<file path="src/rtl/riscv_pkg.sv">
// Shared RISC-V core definitions used by the load/store unit: access size
// encodings, LSU FSM state encodings, the latched request record and the
// small combinational helpers for alignment, byte enables and store lanes.
package riscv_pkg;

    // Access size encodings; identical to the sign_trim_ctrl trim encoding.
    localparam logic [1:0] SIZE_WORD = 2'b00;
    localparam logic [1:0] SIZE_HALF = 2'b01;
    localparam logic [1:0] SIZE_BYTE = 2'b10;

    // LSU controller FSM state encodings.
    localparam logic [1:0] LSU_IDLE = 2'b00;
    localparam logic [1:0] LSU_ADDR = 2'b01;
    localparam logic [1:0] LSU_WAIT = 2'b10;
    localparam logic [1:0] LSU_RESP = 2'b11;

    // Request fields still needed after the bus request has been issued.
    typedef struct packed {
        logic       we;
        logic [1:0] size;
        logic       sext;
        logic [1:0] addr_lo;
        logic [4:0] rd;
    } lsu_req_t;

    // Half accesses need an even address; words (and size 11) need a
    // word-aligned address; bytes can never be misaligned.
    function automatic logic is_misaligned(input logic [1:0] size, input logic [1:0] addr_lo);
        case (size)
            SIZE_BYTE: return 1'b0;
            SIZE_HALF: return addr_lo[0];
            default:   return (addr_lo != 2'b00);
        endcase
    endfunction

    // Byte enables for an access within the addressed word.
    function automatic logic [3:0] byte_enable(input logic [1:0] size, input logic [1:0] addr_lo);
        case (size)
            SIZE_BYTE: return 4'b0001 << addr_lo;
            SIZE_HALF: return addr_lo[1] ? 4'b1100 : 4'b0011;
            default:   return 4'b1111;
        endcase
    endfunction

    // Replicate right-aligned store data across every lane so the enabled
    // bytes always see the correct value regardless of the address offset.
    function automatic logic [31:0] store_lanes(input logic [1:0] size, input logic [31:0] wdata);
        case (size)
            SIZE_BYTE: return {4{wdata[7:0]}};
            SIZE_HALF: return {2{wdata[15:0]}};
            default:   return wdata;
        endcase
    endfunction

endpackage

</file>
<file path="src/rtl/lsu_ctrl_if.sv">
// Execute-side request, writeback-side response and data-memory bus signals
// of the load/store unit, bundled so the controller and its environment
// connect through one port. The slave view belongs to the controller.
interface lsu_ctrl_if;

    // Execute-stage request
    logic        req_valid_i;
    logic        req_ready_o;
    logic        req_we_i;
    logic [1:0]  req_size_i;
    logic        req_sign_extend_i;
    logic [31:0] req_addr_i;
    logic [31:0] req_wdata_i;
    logic [4:0]  req_rd_i;

    // Writeback response
    logic        rsp_valid_o;
    logic        rsp_ready_i;
    logic [31:0] rsp_rdata_o;
    logic [4:0]  rsp_rd_o;
    logic        rsp_err_o;

    // Data-memory bus
    logic        mem_req_o;
    logic        mem_gnt_i;
    logic [31:0] mem_addr_o;
    logic        mem_we_o;
    logic [3:0]  mem_be_o;
    logic [31:0] mem_wdata_o;
    logic        mem_rvalid_i;
    logic [31:0] mem_rdata_i;
    logic        mem_err_i;

    modport slave (
        input  req_valid_i, req_we_i, req_size_i, req_sign_extend_i,
        input  req_addr_i, req_wdata_i, req_rd_i,
        output req_ready_o,
        output rsp_valid_o, rsp_rdata_o, rsp_rd_o, rsp_err_o,
        input  rsp_ready_i,
        output mem_req_o, mem_addr_o, mem_we_o, mem_be_o, mem_wdata_o,
        input  mem_gnt_i, mem_rvalid_i, mem_rdata_i, mem_err_i
    );

    modport master (
        output req_valid_i, req_we_i, req_size_i, req_sign_extend_i,
        output req_addr_i, req_wdata_i, req_rd_i,
        input  req_ready_o,
        input  rsp_valid_o, rsp_rdata_o, rsp_rd_o, rsp_err_o,
        output rsp_ready_i,
        input  mem_req_o, mem_addr_o, mem_we_o, mem_be_o, mem_wdata_o,
        output mem_gnt_i, mem_rvalid_i, mem_rdata_i, mem_err_i
    );

endinterface

</file>
<file path="src/rtl/sign_trim_ctrl.sv">
// Trims a right-aligned load word to byte, half or word width and either
// sign-extends or zero-extends the kept part back to 32 bits.
module sign_trim_ctrl
    import riscv_pkg::*;
(
    input  logic [31:0] data_i,
    input  logic [1:0]  trim_i,
    input  logic        sign_extend_i,
    output logic [31:0] data_o
);

    // Select the kept width and fill the upper bits with sign or zero.
    always_comb begin
        data_o = data_i;
        case (trim_i)
            SIZE_BYTE: begin
                if (sign_extend_i) begin
                    data_o = {{24{data_i[7]}}, data_i[7:0]};
                end else begin
                    data_o = {24'h00_0000, data_i[7:0]};
                end
            end
            SIZE_HALF: begin
                if (sign_extend_i) begin
                    data_o = {{16{data_i[15]}}, data_i[15:0]};
                end else begin
                    data_o = {16'h0000, data_i[15:0]};
                end
            end
            default: begin
                data_o = data_i;
            end
        endcase
    end

endmodule

</file>
<file path="src/rtl/lsu_ctrl.sv">
// Load/store unit controller: accepts one access at a time from execute,
// rejects misaligned accesses without touching the bus, issues a word-aligned
// request with byte enables, waits for the response under a timeout and
// returns aligned and extended load data to writeback.
module lsu_ctrl
    import riscv_pkg::*;
#(
    parameter int unsigned TIMEOUT = 255
) (
    input  logic     clk_i,
    input  logic     rst_ni,
    lsu_ctrl_if.slave bus
);

    // Value of the wait counter in the last WAIT cycle before a timeout.
    localparam logic [7:0] TIMEOUT_LAST_C = 8'(TIMEOUT - 32'd1);

    logic [1:0]  state_r;
    logic [1:0]  state_s;
    lsu_req_t    req_r;
    logic [7:0]  cnt_r;

    logic [31:0] mem_addr_r;
    logic [31:0] mem_wdata_r;
    logic [3:0]  mem_be_r;
    logic        mem_we_r;

    logic [31:0] rsp_rdata_r;
    logic [4:0]  rsp_rd_r;
    logic        rsp_err_r;

    logic        accept_s;
    logic        misaligned_s;
    logic        timeout_s;
    logic [4:0]  rsp_tag_s;
    logic [31:0] shifted_s;
    logic [31:0] trimmed_s;

    assign accept_s     = (state_r == LSU_IDLE) && bus.req_valid_i;
    assign misaligned_s = is_misaligned(bus.req_size_i, bus.req_addr_i[1:0]);
    assign timeout_s    = (cnt_r == TIMEOUT_LAST_C);
    // Stores never return a destination tag.
    assign rsp_tag_s    = req_r.we ? 5'd0 : req_r.rd;

    // Move the addressed byte/half down to bit 0 before extension.
    assign shifted_s = bus.mem_rdata_i >> {req_r.addr_lo, 3'b000};

    sign_trim_ctrl u_sign_trim (
        .data_i        (shifted_s),
        .trim_i        (req_r.size),
        .sign_extend_i (req_r.sext),
        .data_o        (trimmed_s)
    );

    // Next-state decode of the access sequence.
    always_comb begin
        state_s = state_r;
        case (state_r)
            LSU_IDLE: begin
                if (accept_s) begin
                    state_s = misaligned_s ? LSU_RESP : LSU_ADDR;
                end else begin
                    state_s = LSU_IDLE;
                end
            end
            LSU_ADDR: begin
                if (bus.mem_gnt_i) begin
                    state_s = LSU_WAIT;
                end else begin
                    state_s = LSU_ADDR;
                end
            end
            LSU_WAIT: begin
                // A response in the timeout cycle takes priority.
                if (bus.mem_rvalid_i) begin
                    state_s = LSU_RESP;
                end else if (timeout_s) begin
                    state_s = LSU_RESP;
                end else begin
                    state_s = LSU_WAIT;
                end
            end
            LSU_RESP: begin
                if (bus.rsp_ready_i) begin
                    state_s = LSU_IDLE;
                end else begin
                    state_s = LSU_RESP;
                end
            end
            default: begin
                state_s = LSU_IDLE;
            end
        endcase
    end

    // FSM state register.
    always_ff @(posedge clk_i or negedge rst_ni) begin
        if (!rst_ni) begin
            state_r <= LSU_IDLE;
        end else begin
            state_r <= state_s;
        end
    end

    // Request latch, bus request fields, wait counter and response registers.
    always_ff @(posedge clk_i or negedge rst_ni) begin
        if (!rst_ni) begin
            req_r       <= '0;
            cnt_r       <= 8'd0;
            mem_addr_r  <= 32'd0;
            mem_wdata_r <= 32'd0;
            mem_be_r    <= 4'b0000;
            mem_we_r    <= 1'b0;
            rsp_rdata_r <= 32'd0;
            rsp_rd_r    <= 5'd0;
            rsp_err_r   <= 1'b0;
        end else begin
            case (state_r)
                LSU_IDLE: begin
                    if (accept_s) begin
                        req_r.we      <= bus.req_we_i;
                        req_r.size    <= bus.req_size_i;
                        req_r.sext    <= bus.req_sign_extend_i;
                        req_r.addr_lo <= bus.req_addr_i[1:0];
                        req_r.rd      <= bus.req_rd_i;
                        mem_addr_r    <= {bus.req_addr_i[31:2], 2'b00};
                        mem_we_r      <= bus.req_we_i;
                        mem_be_r      <= byte_enable(bus.req_size_i, bus.req_addr_i[1:0]);
                        mem_wdata_r   <= store_lanes(bus.req_size_i, bus.req_wdata_i);
                        if (misaligned_s) begin
                            rsp_err_r   <= 1'b1;
                            rsp_rdata_r <= 32'd0;
                            rsp_rd_r    <= bus.req_we_i ? 5'd0 : bus.req_rd_i;
                        end
                    end
                end
                LSU_ADDR: begin
                    if (bus.mem_gnt_i) begin
                        cnt_r <= 8'd0;
                    end
                end
                LSU_WAIT: begin
                    if (bus.mem_rvalid_i) begin
                        rsp_err_r   <= bus.mem_err_i;
                        rsp_rd_r    <= rsp_tag_s;
                        rsp_rdata_r <= (req_r.we || bus.mem_err_i) ? 32'd0 : trimmed_s;
                    end else if (timeout_s) begin
                        rsp_err_r   <= 1'b1;
                        rsp_rd_r    <= rsp_tag_s;
                        rsp_rdata_r <= 32'd0;
                    end else begin
                        cnt_r <= cnt_r + 8'd1;
                    end
                end
                LSU_RESP: begin
                    // Response outputs read as zero outside RESP.
                    if (bus.rsp_ready_i) begin
                        rsp_err_r   <= 1'b0;
                        rsp_rd_r    <= 5'd0;
                        rsp_rdata_r <= 32'd0;
                    end
                end
                default: begin
                    cnt_r <= 8'd0;
                end
            endcase
        end
    end

    assign bus.req_ready_o = (state_r == LSU_IDLE);
    assign bus.mem_req_o   = (state_r == LSU_ADDR);
    assign bus.rsp_valid_o = (state_r == LSU_RESP);
    assign bus.mem_addr_o  = mem_addr_r;
    assign bus.mem_we_o    = mem_we_r;
    assign bus.mem_be_o    = mem_be_r;
    assign bus.mem_wdata_o = mem_wdata_r;
    assign bus.rsp_rdata_o = rsp_rdata_r;
    assign bus.rsp_rd_o    = rsp_rd_r;
    assign bus.rsp_err_o   = rsp_err_r;

endmodule

</file>
<file path="src/flat_wrapper.sv">
// flat-port wrapper written by rule: the top's interface ports become plain ports
module lsu_ctrl_flat import riscv_pkg::*;
#(
    parameter int unsigned TIMEOUT = 255
)
  (clk_i, rst_ni, bus_req_valid_i, bus_req_we_i, bus_req_size_i, bus_req_sign_extend_i, bus_req_addr_i, bus_req_wdata_i, bus_req_rd_i, bus_req_ready_o, bus_rsp_valid_o, bus_rsp_rdata_o, bus_rsp_rd_o, bus_rsp_err_o, bus_rsp_ready_i, bus_mem_req_o, bus_mem_addr_o, bus_mem_we_o, bus_mem_be_o, bus_mem_wdata_o, bus_mem_gnt_i, bus_mem_rvalid_i, bus_mem_rdata_i, bus_mem_err_i);
  lsu_ctrl_if bus_i ();
  input  logic clk_i;
  input  logic rst_ni;
  input wire logic [$bits(bus_i.req_valid_i)-1:0] bus_req_valid_i;
  input wire logic [$bits(bus_i.req_we_i)-1:0] bus_req_we_i;
  input wire logic [$bits(bus_i.req_size_i)-1:0] bus_req_size_i;
  input wire logic [$bits(bus_i.req_sign_extend_i)-1:0] bus_req_sign_extend_i;
  input wire logic [$bits(bus_i.req_addr_i)-1:0] bus_req_addr_i;
  input wire logic [$bits(bus_i.req_wdata_i)-1:0] bus_req_wdata_i;
  input wire logic [$bits(bus_i.req_rd_i)-1:0] bus_req_rd_i;
  output wire logic [$bits(bus_i.req_ready_o)-1:0] bus_req_ready_o;
  output wire logic [$bits(bus_i.rsp_valid_o)-1:0] bus_rsp_valid_o;
  output wire logic [$bits(bus_i.rsp_rdata_o)-1:0] bus_rsp_rdata_o;
  output wire logic [$bits(bus_i.rsp_rd_o)-1:0] bus_rsp_rd_o;
  output wire logic [$bits(bus_i.rsp_err_o)-1:0] bus_rsp_err_o;
  input wire logic [$bits(bus_i.rsp_ready_i)-1:0] bus_rsp_ready_i;
  output wire logic [$bits(bus_i.mem_req_o)-1:0] bus_mem_req_o;
  output wire logic [$bits(bus_i.mem_addr_o)-1:0] bus_mem_addr_o;
  output wire logic [$bits(bus_i.mem_we_o)-1:0] bus_mem_we_o;
  output wire logic [$bits(bus_i.mem_be_o)-1:0] bus_mem_be_o;
  output wire logic [$bits(bus_i.mem_wdata_o)-1:0] bus_mem_wdata_o;
  input wire logic [$bits(bus_i.mem_gnt_i)-1:0] bus_mem_gnt_i;
  input wire logic [$bits(bus_i.mem_rvalid_i)-1:0] bus_mem_rvalid_i;
  input wire logic [$bits(bus_i.mem_rdata_i)-1:0] bus_mem_rdata_i;
  input wire logic [$bits(bus_i.mem_err_i)-1:0] bus_mem_err_i;
  assign bus_i.req_valid_i = bus_req_valid_i;
  assign bus_i.req_we_i = bus_req_we_i;
  assign bus_i.req_size_i = bus_req_size_i;
  assign bus_i.req_sign_extend_i = bus_req_sign_extend_i;
  assign bus_i.req_addr_i = bus_req_addr_i;
  assign bus_i.req_wdata_i = bus_req_wdata_i;
  assign bus_i.req_rd_i = bus_req_rd_i;
  assign bus_req_ready_o = bus_i.req_ready_o;
  assign bus_rsp_valid_o = bus_i.rsp_valid_o;
  assign bus_rsp_rdata_o = bus_i.rsp_rdata_o;
  assign bus_rsp_rd_o = bus_i.rsp_rd_o;
  assign bus_rsp_err_o = bus_i.rsp_err_o;
  assign bus_i.rsp_ready_i = bus_rsp_ready_i;
  assign bus_mem_req_o = bus_i.mem_req_o;
  assign bus_mem_addr_o = bus_i.mem_addr_o;
  assign bus_mem_we_o = bus_i.mem_we_o;
  assign bus_mem_be_o = bus_i.mem_be_o;
  assign bus_mem_wdata_o = bus_i.mem_wdata_o;
  assign bus_i.mem_gnt_i = bus_mem_gnt_i;
  assign bus_i.mem_rvalid_i = bus_mem_rvalid_i;
  assign bus_i.mem_rdata_i = bus_mem_rdata_i;
  assign bus_i.mem_err_i = bus_mem_err_i;
  lsu_ctrl #(.TIMEOUT(TIMEOUT)) u_core (.clk_i(clk_i), .rst_ni(rst_ni), .bus(bus_i));
endmodule
</file>
<file path="config.mk">
export PLATFORM = sky130hd
export DESIGN_NAME = lsu_ctrl_flat
export DESIGN_NICKNAME = d
export VERILOG_FILES = /design/src/rtl/riscv_pkg.sv /design/src/rtl/lsu_ctrl_if.sv /design/src/rtl/sign_trim_ctrl.sv /design/src/rtl/lsu_ctrl.sv /design/src/flat_wrapper.sv
export SDC_FILE = /design/constraint.sdc
export NUM_CORES = 1
export LEC_CHECK = 0
export ABC_AREA = 1
export CORE_MARGIN = 4
export CORE_UTILIZATION = 45
export CTS_CLUSTER_DIAMETER = 60
export CTS_CLUSTER_SIZE = 12
export DETAILED_ROUTE_END_ITERATION = 12
export PLACE_DENSITY = 0.92
export SLEW_MARGIN = 20
export SYNTH_ARGS = -nofsm -noshare
export SYNTH_HDL_FRONTEND = slang
export SYNTH_SLANG_ARGS = --single-unit
</file>
<file path="constraint.sdc">
create_clock -name clk_i -period 2.15 [get_ports clk_i]
set_input_delay 0.645 -clock clk_i [delete_from_list [all_inputs] [get_ports clk_i]]
set_output_delay 0.645 -clock clk_i [all_outputs]
set_load 0.01 [all_outputs]
</file>
# Word level (Yosys, flattened, before mapping)
# Cells that the tools add are included.
dict set report totals {
  regBits 125
  output_inout_bits 110
  elab_cells 79
}
dict set report op_classes {
  add_sub_neg 1
  eq_ne 15
  n_shift 2
  mux 39
  reduce_logical 9
}
# operator n
set op_table {}
lappend op_table {{32-bit two-way mux} 8}
lappend op_table {{32-bit one-hot mux with 2 select lines} 2}
lappend op_table {{32-bit one-hot mux with 3 select lines} 1}
lappend op_table {{5-bit two-way mux} 7}
lappend op_table {{32-bit by 5-bit >> shifter with 32-bit output} 1}
lappend op_table {{8-bit two-way mux} 3}
lappend op_table {{8-bit one-hot mux with 2 select lines} 1}
lappend op_table {{5-bit one-hot mux with 3 select lines} 1}
lappend op_table {{2-bit two-way mux} 5}
lappend op_table {{8-bit by 1-bit adder with 8-bit output (second input constant)} 1}
lappend op_table {{2-bit == test (second input constant)} 4}
lappend op_table {{8-bit == test (second input constant)} 1}
lappend op_table {{2-bit by 1-bit != test with 1-bit output (second input constant)} 4}
lappend op_table {{2-bit one-hot mux with 4 select lines} 1}
lappend op_table {{4-bit one-hot mux with 2 select lines} 1}
lappend op_table {{2-bit by 1-bit == test with 1-bit output (second input constant)} 3}
lappend op_table {{1-bit two-way mux} 6}
lappend op_table {{5-bit AND reduction} 1}
lappend op_table {{4-bit two-way mux} 1}
lappend op_table {{2-bit != test (second input constant)} 2}
lappend op_table {{4-bit AND reduction} 1}
lappend op_table {{2-bit nonzero test} 2}
lappend op_table {{1-bit by 2-bit left shift with 4-bit output (first input constant)} 1}
lappend op_table {{3-bit by 2-bit != test with 1-bit output (second input constant)} 1}
lappend op_table {{7 further kinds} 7}

# Depth between registers and ports, before layout
# Gate-level depths: netlist (run 1).
dict set report logic_depth {
  word_depth 6
  ltp_mapped 12
}

# Modules after synthesis
# Synthesis (run 1) repeated with hierarchy kept, for this count alone.
dict set report unflattened {
  hier_cells 813
  hier_area_um2 6414.9
}
# mod n_inst cells_each area_per_inst_um2 seq_area_each_um2
set by_module_without_submodules {}
lappend by_module_without_submodules {lsu_ctrl 1 740 5945.7 3128.0}
lappend by_module_without_submodules {sign_trim_ctrl 1 73 469.2 0.0}

# Least setup slack after synthesis (run 1)
# OpenSTA, ideal clock, no wires.
dict set report synth_path {
  kind {in2reg}
  start {in bus_req_size_i[0]}
  end {reg u_core.rsp_rdata_r[0], in the netlist u_core.bus.rsp_rdata_o[0]}
  setup_time_ns 0.121
  arrival_ns 1.911
  path_slack_ns 0.118
  path_stages 12
  path_buffers 3
  path_cell_list {inv_1 -> ha_1 -> buf_4 -> inv_2 -> nand2_1 -> nand3_1 -> nand2_1 -> nand3_1 -> buf_4 -> buf_6 -> nand2_1 -> nand2_1}
}
dict set report synth_between {
  elab_chain_len 4
  elab_cells_between_ends 5
}
# item line
set synth_lines {}
lappend synth_lines {{start, declared} flat_wrapper.sv:12} ;# input wire logic [$bits(bus_i.req_size_i)-1:0] bus_req_size_i;
lappend synth_lines {{2-bit by 1-bit == test with 1-bit output / 2-bit == test (equally long branches)} riscv_pkg.sv:29} ;# case (size)
lappend synth_lines {{1-bit one-hot mux with 2 select lines *} riscv_pkg.sv:29}
lappend synth_lines {{2-bit by 1-bit != test with 1-bit output (no line) *} -}
lappend synth_lines {{5-bit AND reduction (no line) *} -}
lappend synth_lines {{end signal, assigned} lsu_ctrl.sv:146} ;# rsp_rdata_r <= (req_r.we || bus.mem_err_i) ? 32'd0 : trimmed_s;
lappend synth_lines {{end, declared} lsu_ctrl.sv:28} ;# logic [31:0] rsp_rdata_r;
# Mark *: on every way between the ends. The rest lies on a longest branch, timed or not.
# A chain may end at the register's enable or synchronous reset.

# Worst setup path after layout (run 1)
dict set report layout_path {
  start {reg u_core.state_r[1]}
  end {out bus_req_ready_o}
}
dict set report layout_between {
  elab_chain_len 1
}
# item line
set layout_lines {}
lappend layout_lines {{start, declared} lsu_ctrl.sv:18} ;# logic [1:0] state_r;
lappend layout_lines {{start signal, assigned} lsu_ctrl.sv:101} ;# state_r <= state_s;
lappend layout_lines {{2-bit zero test} lsu_ctrl.sv:170} ;# assign bus.req_ready_o = (state_r == LSU_IDLE);
lappend layout_lines {{end, declared} flat_wrapper.sv:17} ;# output wire logic [$bits(bus_i.req_ready_o)-1:0] bus_req_ready_o;
# Every way passes these cells.

==> results.py, run 1 <==
metrics = {
    "setup_path": {
        "slowest_stage": "dfrtp_2",
        "rrSetupSlack_ns": 0.33,
        "crit_chain": "buf_4 > nor2_2 > dlygate4sd2_1",
        "crit-reg2reg-launch": "u_core.state_r[0]$_DFF_PN0_",
        "rr_worst_depth": 9,
        "slowest_delay_ns": 0.40,
        "required_ns": 1.50,
        "r2r_end": "u_core.cnt_r[3]$_DFFE_PN0P_",
        "endpoint_kind": "output pin",
        "cp_max_fo": 6,
        "critPathLaunchType": "register",
        "cp.arrival_ns": 1.44,
        "path_class": "reg2out",
    },
    "final_layout": {
        "postLayoutCoreUtil": 0.701,
        "final_cells": 1237,
        "syn_to_final_growth_pct": 51.7,
        "drive_above_1_share": 0.0801,
        "diodes": 0,
        "fin_nets": 1166,
    },
    "sta": {
        "fin_setup_tns_ns": 0,
        "rsz0062_at_grt": "false",
        "hold_viol_final": 0,
        "period_share": 0.971,
        "report.final.slew_viol_count": 0,
        "fmax_ghz": 0.479,
        "finalSetupViolations": 0,
        "post-route-min-period_ns": 2.09,
        "fin_skew_ns": 0.00608,
        "finalWorstSetupSlack_ns": 0.0630,
    },
    "yosys": {
        "netlist_area_sq_um": 6140,
        "synth_top_family_by_area": "simple AND/OR/NAND/NOR gates",
        "synth_area_leaders": "dfrtp_1, nand2_1, a21oi_1, nand3_1, o21ai_0",
        "postSynthCellCount": 819,
        "ys_warn_count": 0,
        "synth_xor_area_frac": 0.00285,
        "yosys.area_share.simple": 0.321,
        "synthDominantCellAreaShare": 0.509,
        "synthMuxAreaShare": 0,
        "yosysTopAreaCell": "dfrtp_1",
        "ys_seq_area_frac": 0.509,
        "syn_avg_cell_area_sq_um": 7.50,
        "yosys.area_share.adder": 0.0122,
        "synth_seq_cells": 125,
        "synth_compound_area_frac": 0.0965,
        "synthDistinctLibCells": 27,
    },
    "global_routing": {
        "grt_usage": 0.246,
        "grt_max_degree": 56,
        "grtUsageMet2": 0.410,
        "grt_overflow": 0,
        "busiest_layer": "met2",
        "antenna_found_initial": 0,
        "grt_pass1_wl_microns": 31300,
        "grtUsageMet3": 0.0978,
        "gr-usage-met1": 0.292,
        "grt_pass1_vias": 6278,
    },
    "die": {
        "fp.dieW_microns": 125,
        "die_y_microns": 125,
        "rows": 42,
        "dieArea_sq_um": 15600,
        "core_area_sq_um": 13300,
        "initial_core_util": 0.462,
        "ioPinCount": 222,
    },
    "power": {
        "p_per_area_nw_per_um2": 1400,
        "ir_worst_vdd_mv": 0.738,
        "power_leakage_nw": 4.54,
    },
    "route": {
        "wire_per_inst_microns": 15.5,
        "vias": 6370,
        "via_per_inst": 5.15,
        "firstDrtPassIters": 5,
        "drtIter0Drc": 536,
        "ant_nets": 0,
        "drc": 0,
        "routed_wl_microns": 19100,
    },
    "clocking": {
        "clock_latency_ns": 0.42,
        "clk_pin_slew_worst_paths_ns": 0.06,
        "cts_buffers": 17,
        "h-tree-depth": 4,
        "cts-root-buf": "clkbuf_16",
        "cts_buffer_depth": 2,
        "cts_tree": "built",
        "cts_hold_buffers": 0,
        "cts_sinks": 125,
    },
    "placed_design": {
        "dp_slack_ns": -0.259,
        "gp_congestion": 0.898,
        "post-dp-hpwl_microns": 13900,
        "port_buffers": 219,
        "dp.cells": 1202,
    },
    "min_path": {
        "hold_path_class": "in2async",
    },
    "run": {
        "cap_violations": 0,
    },
    "outcome": {
        "status": "completed",
    },
}
==> where the power goes <==
group / switching (mW) / internal [mW] / leakage, nW / total (mW)
combinational: 3.12 / 2.77 / 2.63 / 5.89
clock: 1.08 / 2.13 / 0.324 / 3.20
sequential: 0.638 / 3.32 / 1.59 / 3.96
total: 4.83 / 8.22 / 4.54 / 13.1
==> Yosys cell counts <==
master,instances
nor2_1,45
nand2_2,6
a31oi_1,2
inv_1,32
nand3_1,47
xor2_1,2
nor3_1,8
inv_2,3
o21ai_0,45
conb_1,1
buf_1,1
nand2_1,372
ha_1,6
o21ai_1,1
nand3b_1,1
buf_6,2
nor2_4,2
or2_2,1
o21bai_1,1
buf_4,6
buf_2,14
dfrtp_1,125
a21oi_1,58
clkbuf_1,22
nand4_1,7
o211ai_1,7
nor2_2,2
==> metal layers <==
metal | up-vias | share of wire
li1 | 3064 | -
met1 | 2965 | 0.39
met2 | 315 | 0.49
met3 | 26 | 0.10
met4 | 0 | 0.017
met5 | - | 0
==> cells in the final DEF (no fill, tap or decap), drive strengths merged, types with 5 or more instances in the layout <==
cell type	Yosys	layout
clkinv	0	5
a21oi	58	58
nor2	49	49
nor3	8	8
nand3	47	47
o211ai	7	7
clkdlybuf4s50	0	216
dfrtp	125	125
nand2	378	378
o21ai	46	46
nand4	7	7
buf	23	36
clkbuf	22	19
inv	35	37
ha	6	6
bufinv	0	5
==> cells by family (layout without fill, tap and decap cells) <==
logic type,Yosys count,in the layout
AND/OR/NAND/NOR,491,491
flip-flops,125,125
AO/OA/AOI/OAI,114,114
buffers and inverters,80,321
adder cells (fa/ha/maj),6,6
XOR/XNOR,2,2
other,1,2
==> through the flow <==
| step | instance area, sq um | power, mW | hold WS [ns] |
|---|---|---|---|
| floorplan | 6150 | 6.86 | 0.349 |
| global placement | 8630 | 9.61 | 0.456 |
| detailed placement | 8630 | 9.77 | 0.455 |
| CTS | 9320 | 13.1 | 0.0130 |
| global route | 9320 | 13.9 | 0.0112 |
| finish | 9320 | 13.1 | 0.0295 |
==> registers in the layout, summed over array words and instances, names as in the netlist <==
| signal | cells |
|---|---|
| u_core.bus.mem_wdata_o | 32 |
| u_core.bus.rsp_rdata_o | 32 |
| u_core.bus.mem_addr_o | 30 |
| u_core.req_r | 10 |
| u_core.cnt_r | 8 |
| u_core.bus.rsp_rd_o | 5 |
| u_core.bus.mem_be_o | 4 |
| u_core.state_r | 2 |
| u_core.bus.mem_we_o | 1 |
| u_core.bus.rsp_err_o | 1 |
==> worst max path at each step <==
stage	start	endpoint	slack, ns	cells past startpoint
after global routing	bus_req_size_i[0]	u_core.bus.rsp_rdata_o[30]$_DFFE_PN0P_	0.009	11
after detailed placement	bus_req_size_i[0]	u_core.bus.rsp_rdata_o[16]$_DFFE_PN0P_	-0.26	11
after global placement	bus_req_size_i[0]	u_core.bus.rsp_rdata_o[16]$_DFFE_PN0P_	-0.19	11
after CTS	u_core.state_r[1]$_DFF_PN0_	bus_req_ready_o	0.06	3
final	u_core.state_r[1]$_DFF_PN0_	bus_req_ready_o	0.06	3
after floorplan	bus_req_size_i[0]	u_core.bus.rsp_rdata_o[0]$_DFFE_PN0P_	0.12	12
==> area by class of cell <==
type	count	area, sq um
Clock buffer	19	453
Tap cell	176	220
Fill cell	1010	3970
Sequential cell	125	3130
Clock inverter	13	211
Multi-Input combinational cell	615	2680
Inverter	35	131
Timing Repair Buffer	254	2500
==> timing repair <==
item / in CTS / in global routing
gates resized for setup: 5 / 0
hold endpoints to repair: 0 / 0
setup buffers: 3 / 0
endpoints found under the setup margin: 3 / 0
==> worst max-delay path, delay by kind of cell, from the launching register on <==
kind	cells	cell delay, ns
buffers and inverters	2	0.48
DFF	1	0.40
and+or+nand+nor	1	0.15
No activity file was read; power rests on OpenSTA's default activity.
==> run 2, diff against run 1 <==
--- a/config.mk
+++ b/config.mk
@@ -7,12 +7,13 @@
 export LEC_CHECK = 0
 export ABC_AREA = 1
 export CORE_MARGIN = 4
-export CORE_UTILIZATION = 45
-export CTS_CLUSTER_DIAMETER = 60
+export CORE_UTILIZATION = 46
+export CTS_CLUSTER_DIAMETER = 40
 export CTS_CLUSTER_SIZE = 12
 export DETAILED_ROUTE_END_ITERATION = 12
 export PLACE_DENSITY = 0.92
 export SLEW_MARGIN = 20
 export SYNTH_ARGS = -nofsm -noshare
 export SYNTH_HDL_FRONTEND = slang
+export SYNTH_HIERARCHICAL = 1
 export SYNTH_SLANG_ARGS = --single-unit
==> run 2 against run 1 <==
Net effect:
- via count decreased by 1.2%
- non-clock buffer count decreased by 4
- sequential cell count unchanged
- largest cell class unchanged
- wire length up 1.4%
- design area is 1.4% higher
- worst setup slack improved by 0.020 ns
- critical endpoint is now bus_mem_we_o
- die area rose by 2.0%
- maximum frequency up 0.98%
- register-to-register slack improved by 0.14 ns
==> results.py, run 2 <==
metrics = {
    "global_routing": {
        "grt_pass1_wl_microns": 31500,
        "grt_usage": 0.245,
        "grt_pass1_vias": 6400,
        "grt_overflow": 0,
        "antenna_found_initial": 0,
        "grt_max_degree": 71,
    },
    "final_layout": {
        "nFillCells": 1010,
        "postLayoutCoreUtil": 0.703,
        "final_cells": 1217,
        "diodes": 0,
        "layout_common_cells": "nand2_1, clkdlybuf4s50_1, dfrtp_1, a21oi_1, o21ai_0",
        "mostFrequentLayoutCell": "nand2_1",
        "drive_above_1_share": 0.0999,
        "fin_nets": 1146,
        "syn_to_final_growth_pct": 47.4,
    },
    "die": {
        "initial_core_util": 0.477,
        "ioPinCount": 222,
        "fp.dieW_microns": 126,
        "dieArea_sq_um": 15900,
        "rows": 42,
        "core_area_sq_um": 13500,
        "die_y_microns": 126,
    },
    "yosys": {
        "postSynthCellCount": 813,
        "ys_warn_count": 6,
        "synthDominantCellAreaShare": 0.488,
        "synth_seq_cells": 125,
        "yosysTopAreaCell": "dfrtp_1",
        "synthDistinctLibCells": 38,
        "netlist_area_sq_um": 6410,
        "synth_area_leaders": "dfrtp_1, nand2_1, a21oi_1, o21ai_0, nor2_1",
        "synth_enable_flop_cells": 0,
        "async_flop_share": 1.00,
        "ys_seq_area_frac": 0.488,
        "synth_ff_type": "dfrtp_1",
        "post-synth-top-count-cell": "nand2_1",
        "syn_avg_cell_area_sq_um": 7.89,
        "synth_common_cells": "nand2_1, dfrtp_1, a21oi_1, o21ai_0, nor2_1",
    },
    "setup_path": {
        "crit-reg2reg-launch": "u_core/req_r[6]$_DFFE_PN0P_",
        "cp_max_fo": 4,
        "path_class": "reg2out",
        "slowest_delay_ns": 0.57,
        "critPathLaunchType": "register",
        "crit_path_start": "u_core/bus.mem_we_o$_DFFE_PN0P_",
        "cp_top_family": "buffers and inverters",
        "cp_num_buf_inv": 1,
        "endpoint_kind": "output pin",
        "crit_chain": "clkdlybuf4s50_1",
        "cp.arrival_ns": 1.42,
        "slowest_stage": "clkdlybuf4s50_1",
        "required_ns": 1.50,
    },
    "placed_design": {
        "post-dp-hpwl_microns": 13800,
        "gp_congestion": 0.837,
        "dp.cells": 1184,
        "port_buffers": 219,
        "dp_slack_ns": -0.251,
    },
    "clocking": {
        "cts_sinks": 125,
        "cts_buffer_depth": 2,
        "clk_pin_slew_worst_paths_ns": 0.06,
        "cts_hold_buffers": 0,
        "cts_tree": "built",
        "cts-root-buf": "clkbuf_16",
        "clock_latency_ns": 0.41,
        "cts_buffers": 17,
        "h-tree-depth": 4,
    },
    "route": {
        "ant_nets": 0,
        "drc": 0,
        "wire_per_inst_microns": 15.9,
        "vias": 6296,
        "via_per_inst": 5.17,
        "routed_wl_microns": 19400,
        "firstDrtPassIters": 5,
        "drtIter0Drc": 619,
    },
    "outcome": {
        "status": "completed",
    },
    "power": {
        "p_per_area_nw_per_um2": 1380,
        "finalPower_mw": 13.1,
        "power_leakage_nw": 4.65,
        "ir_worst_vdd_mv": 0.815,
    },
    "sta": {
        "fmax_ghz": 0.484,
        "report.final.slew_viol_count": 0,
        "finalWorstSetupSlack_ns": 0.0832,
        "hold_viol_final": 0,
        "finalSetupViolations": 0,
        "fin_skew_ns": 0.00498,
        "post-route-min-period_ns": 2.07,
        "fin_setup_tns_ns": 0,
        "rsz0062_at_grt": "false",
        "period_share": 0.961,
    },
    "min_path": {
        "hold_path_class": "in2async",
    },
    "run": {
        "cap_violations": 0,
    },
}
[run 2: changes by cell type in the layout (fill, tap and decap cells not counted), sizes merged, moves of 2 or more]
| cell | previous run | this run |
|---|---|---|
| nand2 | 378 | 354 |
| nand3 | 47 | 32 |
| a22oi | 0 | 12 |
| mux2i | 0 | 7 |
| o211ai | 7 | 0 |
| buf | 36 | 32 |
| a21oi | 58 | 61 |
| clkinv | 5 | 7 |
| clkinvlp | 1 | 3 |
| nor2 | 49 | 47 |
| o21ai | 46 | 48 |
[run 2: report_power, final]
group          total (mW)  internal, mW  leakage (nW)  switching (mW)
Clock                3.04          1.94         0.297            1.10
Combinational        6.13          2.90          2.76            3.23
Sequential           3.89          3.26          1.60           0.631
Total                13.1          8.10          4.65            4.96
[run 2: cells by family (layout without fill, tap and decap cells)]
kind of cell | count (synthesis) | count (layout) | share of synthesized area
AOI/OAI and AO/OA | 127 | 127 | 0.108
adders and majority gates | 6 | 6 | 0.0117
muxes | 7 | 7 | 0.0109
and+or+nand+nor | 451 | 451 | 0.303
DFF | 125 | 125 | 0.488
xor gates and xnor gates | 3 | 3 | 0.00410
other | 1 | 2 | 0.000585
buffers and inverters | 93 | 320 | 0.0745
[run 2: through the flow]
stage | cell area, sq um | hold slack [ns]
floorplan | 6420 | 0.349
global placement | 8820 | 0.457
CTS | 9460 | 0.243
global route | 9460 | 0.249
detailed placement | 8820 | 0.463
finish | 9460 | 0.239
[run 2: worst paths after layout]
path / endpoint / slack, ns / cells past startpoint
setup / recovery: bus_mem_we_o / 0.08 / 1
hold / removal: u_core/bus.rsp_rdata_o[13]$_DFFE_PN0P_ / 0.24 / 2
setup reg to reg: u_core/bus.rsp_rdata_o[12]$_DFFE_PN0P_ / 0.47 / 7
hold reg to reg: u_core/bus.mem_addr_o[21]$_DFFE_PN0P_ / 0.48 / 2
max in group asynchronous: u_core/state_r[1]$_DFF_PN0_ / 1.58 / 2
min in group clk_i: u_core/bus.mem_addr_o[21]$_DFFE_PN0P_ / 0.48 / 2
[run 2: area by class of cell]
type                       instances  area, sq um  share of cell area
clock buffer                      18          429              0.0454
clock inverter                    14          193              0.0204
inverter                          38          148              0.0156
multi-input combinational        596         2820               0.298
sequential                       125         3130               0.331
tap                              176          220              0.0233
timing repair buffer             250         2520               0.266
[run 2: repair_timing]
item	CTS	global route
setup endpoints to repair	3	0
setup buffers	1	0
gates resized for setup	5	0
[run 2: metal layers]
metal,wire length [microns],vias up,GRT usage,share of wire
met5,0,-,0,0
met4,418,0,0.0814,0.022
met3,1890,38,0.0847,0.097
met2,9620,291,0.419,0.50
met1,7460,2948,0.288,0.38
li1,-,3019,-,-
==> run 3, diff against run 2 <==
--- a/config.mk
+++ b/config.mk
@@ -12,6 +12,7 @@
 export CTS_CLUSTER_SIZE = 12
 export DETAILED_ROUTE_END_ITERATION = 12
 export PLACE_DENSITY = 0.92
+export SKIP_CTS_REPAIR_TIMING = 1
 export SLEW_MARGIN = 20
 export SYNTH_ARGS = -nofsm -noshare
 export SYNTH_HDL_FRONTEND = slang
==> run 3 against run 2 <==
Net effect:
- global-route usage about the same
- design area increased by 0.12%
- clock skew decreased by 0.00098 ns
- sequential share of layout area about the same
- worst setup slack improved by 0.0026 ns
- critical path depth unchanged
- critical path type unchanged
- critical endpoint unchanged
- largest power group unchanged
- highest routed layer unchanged
==> results.py, run 3 (synthesis gave the netlist of run 2 again) <==
metrics = {
    "min_path": {
        "hold_path_class": "in2async",
    },
    "die": {
        "dieArea_sq_um": 15900,
        "core_area_sq_um": 13500,
        "initial_core_util": 0.477,
        "ioPinCount": 222,
        "die_y_microns": 126,
        "rows": 42,
        "fp.dieW_microns": 126,
    },
    "placed_design": {
        "gp_congestion": 0.837,
        "port_buffers": 219,
        "post-dp-hpwl_microns": 13800,
        "dp_slack_ns": -0.251,
    },
    "route": {
        "drc": 0,
        "routed_wl_microns": 19500,
        "vias": 6349,
        "wire_per_inst_microns": 16.0,
        "ant_nets": 0,
        "firstDrtPassIters": 5,
        "drtIter0Drc": 568,
        "via_per_inst": 5.22,
    },
    "clocking": {
        "cts_buffers": 17,
        "cts_buffer_depth": 2,
        "clock_latency_ns": 0.41,
        "clk_pin_slew_worst_paths_ns": 0.06,
        "cts_tree": "built",
        "cts-root-buf": "clkbuf_16",
        "cts_sinks": 125,
        "h-tree-depth": 4,
    },
    "global_routing": {
        "antenna_found_initial": 0,
        "grt_max_degree": 71,
        "grt_pass1_vias": 6397,
        "grt_pass1_wl_microns": 31500,
        "grt_overflow": 0,
        "grt_usage": 0.245,
    },
    "setup_path": {
        "crit_chain": "clkdlybuf4s50_1",
        "cp_top_family": "buffers and inverters",
        "path_class": "reg2out",
        "endpoint_kind": "output pin",
        "slowest_delay_ns": 0.57,
        "cp_num_buf_inv": 1,
        "required_ns": 1.50,
        "cp_max_fo": 4,
        "critPathLaunchType": "register",
        "slowest_stage": "clkdlybuf4s50_1",
        "cp.arrival_ns": 1.42,
    },
    "power": {
        "clkPwrFrac": 0.233,
        "ir_worst_vdd_mv": 0.820,
        "p_per_area_nw_per_um2": 1380,
        "p_switching_mw": 4.97,
        "p_seq_frac": 0.298,
        "internal-power_mw": 8.11,
        "power_leakage_nw": 4.68,
        "switching_share": 0.380,
        "pwr-share-comb": 0.470,
    },
    "final_layout": {
        "mostFrequentLayoutCell": "nand2_1",
        "fin_nets": 1146,
        "syn_to_final_growth_pct": 47.6,
        "diodes": 0,
        "nFillCells": 1006,
        "drive_above_1_share": 0.0999,
        "layout_common_cells": "nand2_1, clkdlybuf4s50_1, dfrtp_1, a21oi_1, o21ai_0",
    },
    "sta": {
        "finalSetupViolations": 0,
        "post-route-min-period_ns": 2.06,
        "finalWorstSetupSlack_ns": 0.0858,
        "hold-worst-slack_ns": 0.239,
        "hold_viol_final": 0,
        "rsz0062_at_grt": "false",
        "fmax_ghz": 0.484,
        "period_share": 0.960,
        "report.final.slew_viol_count": 0,
        "fin_skew_ns": 0.00399,
    },
    "run": {
        "cap_violations": 0,
    },
    "outcome": {
        "status": "completed",
    },
}
[run 3: cell count changes in the layout (fill, tap and decap cells not counted)]
cell | before | now
dlygate4sd2_1 | 3 | 0
dlymetal6s2s_1 | 0 | 3
[run 3: final cells by class]
cell class / instances / area (sq um) / area share
well taps: 176 / 220 / 0.0233
clock buffers: 18 / 429 / 0.0453
repair buffers: 250 / 2530 / 0.267
inverters: 38 / 148 / 0.0156
flip-flops and latches: 125 / 3130 / 0.331
multi-input cells: 596 / 2820 / 0.298
clock inverters: 14 / 193 / 0.0204
[run 3: layer usage]
metal,track usage,vias to the layer above,routed length (microns)
met4,0.0814,0,435
met1,0.289,2966,7620
met3,0.0847,40,1880
met2,0.419,328,9600
li1,-,3015,-
met5,0,-,0
[run 3: final timing paths]
| kind | slack [ns] | to | depth (start not counted) | from |
|---|---|---|---|---|
| max | 0.09 | bus_mem_we_o | 1 | u_core/bus.mem_we_o$_DFFE_PN0P_ |
| min | 0.24 | u_core/bus.rsp_rdata_o[13]$_DFFE_PN0P_ | 2 | rst_ni |
| max reg2reg | 0.47 | u_core/bus.rsp_rdata_o[12]$_DFFE_PN0P_ | 7 | u_core/req_r[6]$_DFFE_PN0P_ |
| min reg2reg | 0.48 | u_core/bus.mem_addr_o[21]$_DFFE_PN0P_ | 2 | u_core/bus.mem_addr_o[21]$_DFFE_PN0P_ |
| max in group asynchronous | 1.58 | u_core/state_r[1]$_DFF_PN0_ | 2 | rst_ni |
| min in group clk_i | 0.48 | u_core/bus.mem_addr_o[21]$_DFFE_PN0P_ | 2 | u_core/bus.mem_addr_o[21]$_DFFE_PN0P_ |
[run 3: stage by stage]
stage	cells	power, mW	instance area, sq um	util	TNS, ns
2_1_floorplan	814	7.26	6420	-	0
3_3_place_gp	1184	9.79	8820	0.656	-10.73
3_5_place_dp	1184	9.95	8820	0.656	-13.05
4_1_cts	1216	13.1	9450	0.702	-0.595
5_1_grt	1217	13.9	9470	0.704	0
6_report	1217	13.1	9470	0.704	0
[run 3: power by group through the flow]
stage                     registers, mW  logic (mW)  clock network (mW)
after detailed placement           3.90        6.05                   0
final                              3.89        6.14                3.04
after CTS                          3.89        6.12                3.07
after global routing               4.01        6.73                3.18
after global placement             3.88        5.91                   0
after floorplan                    4.13        3.13                   0
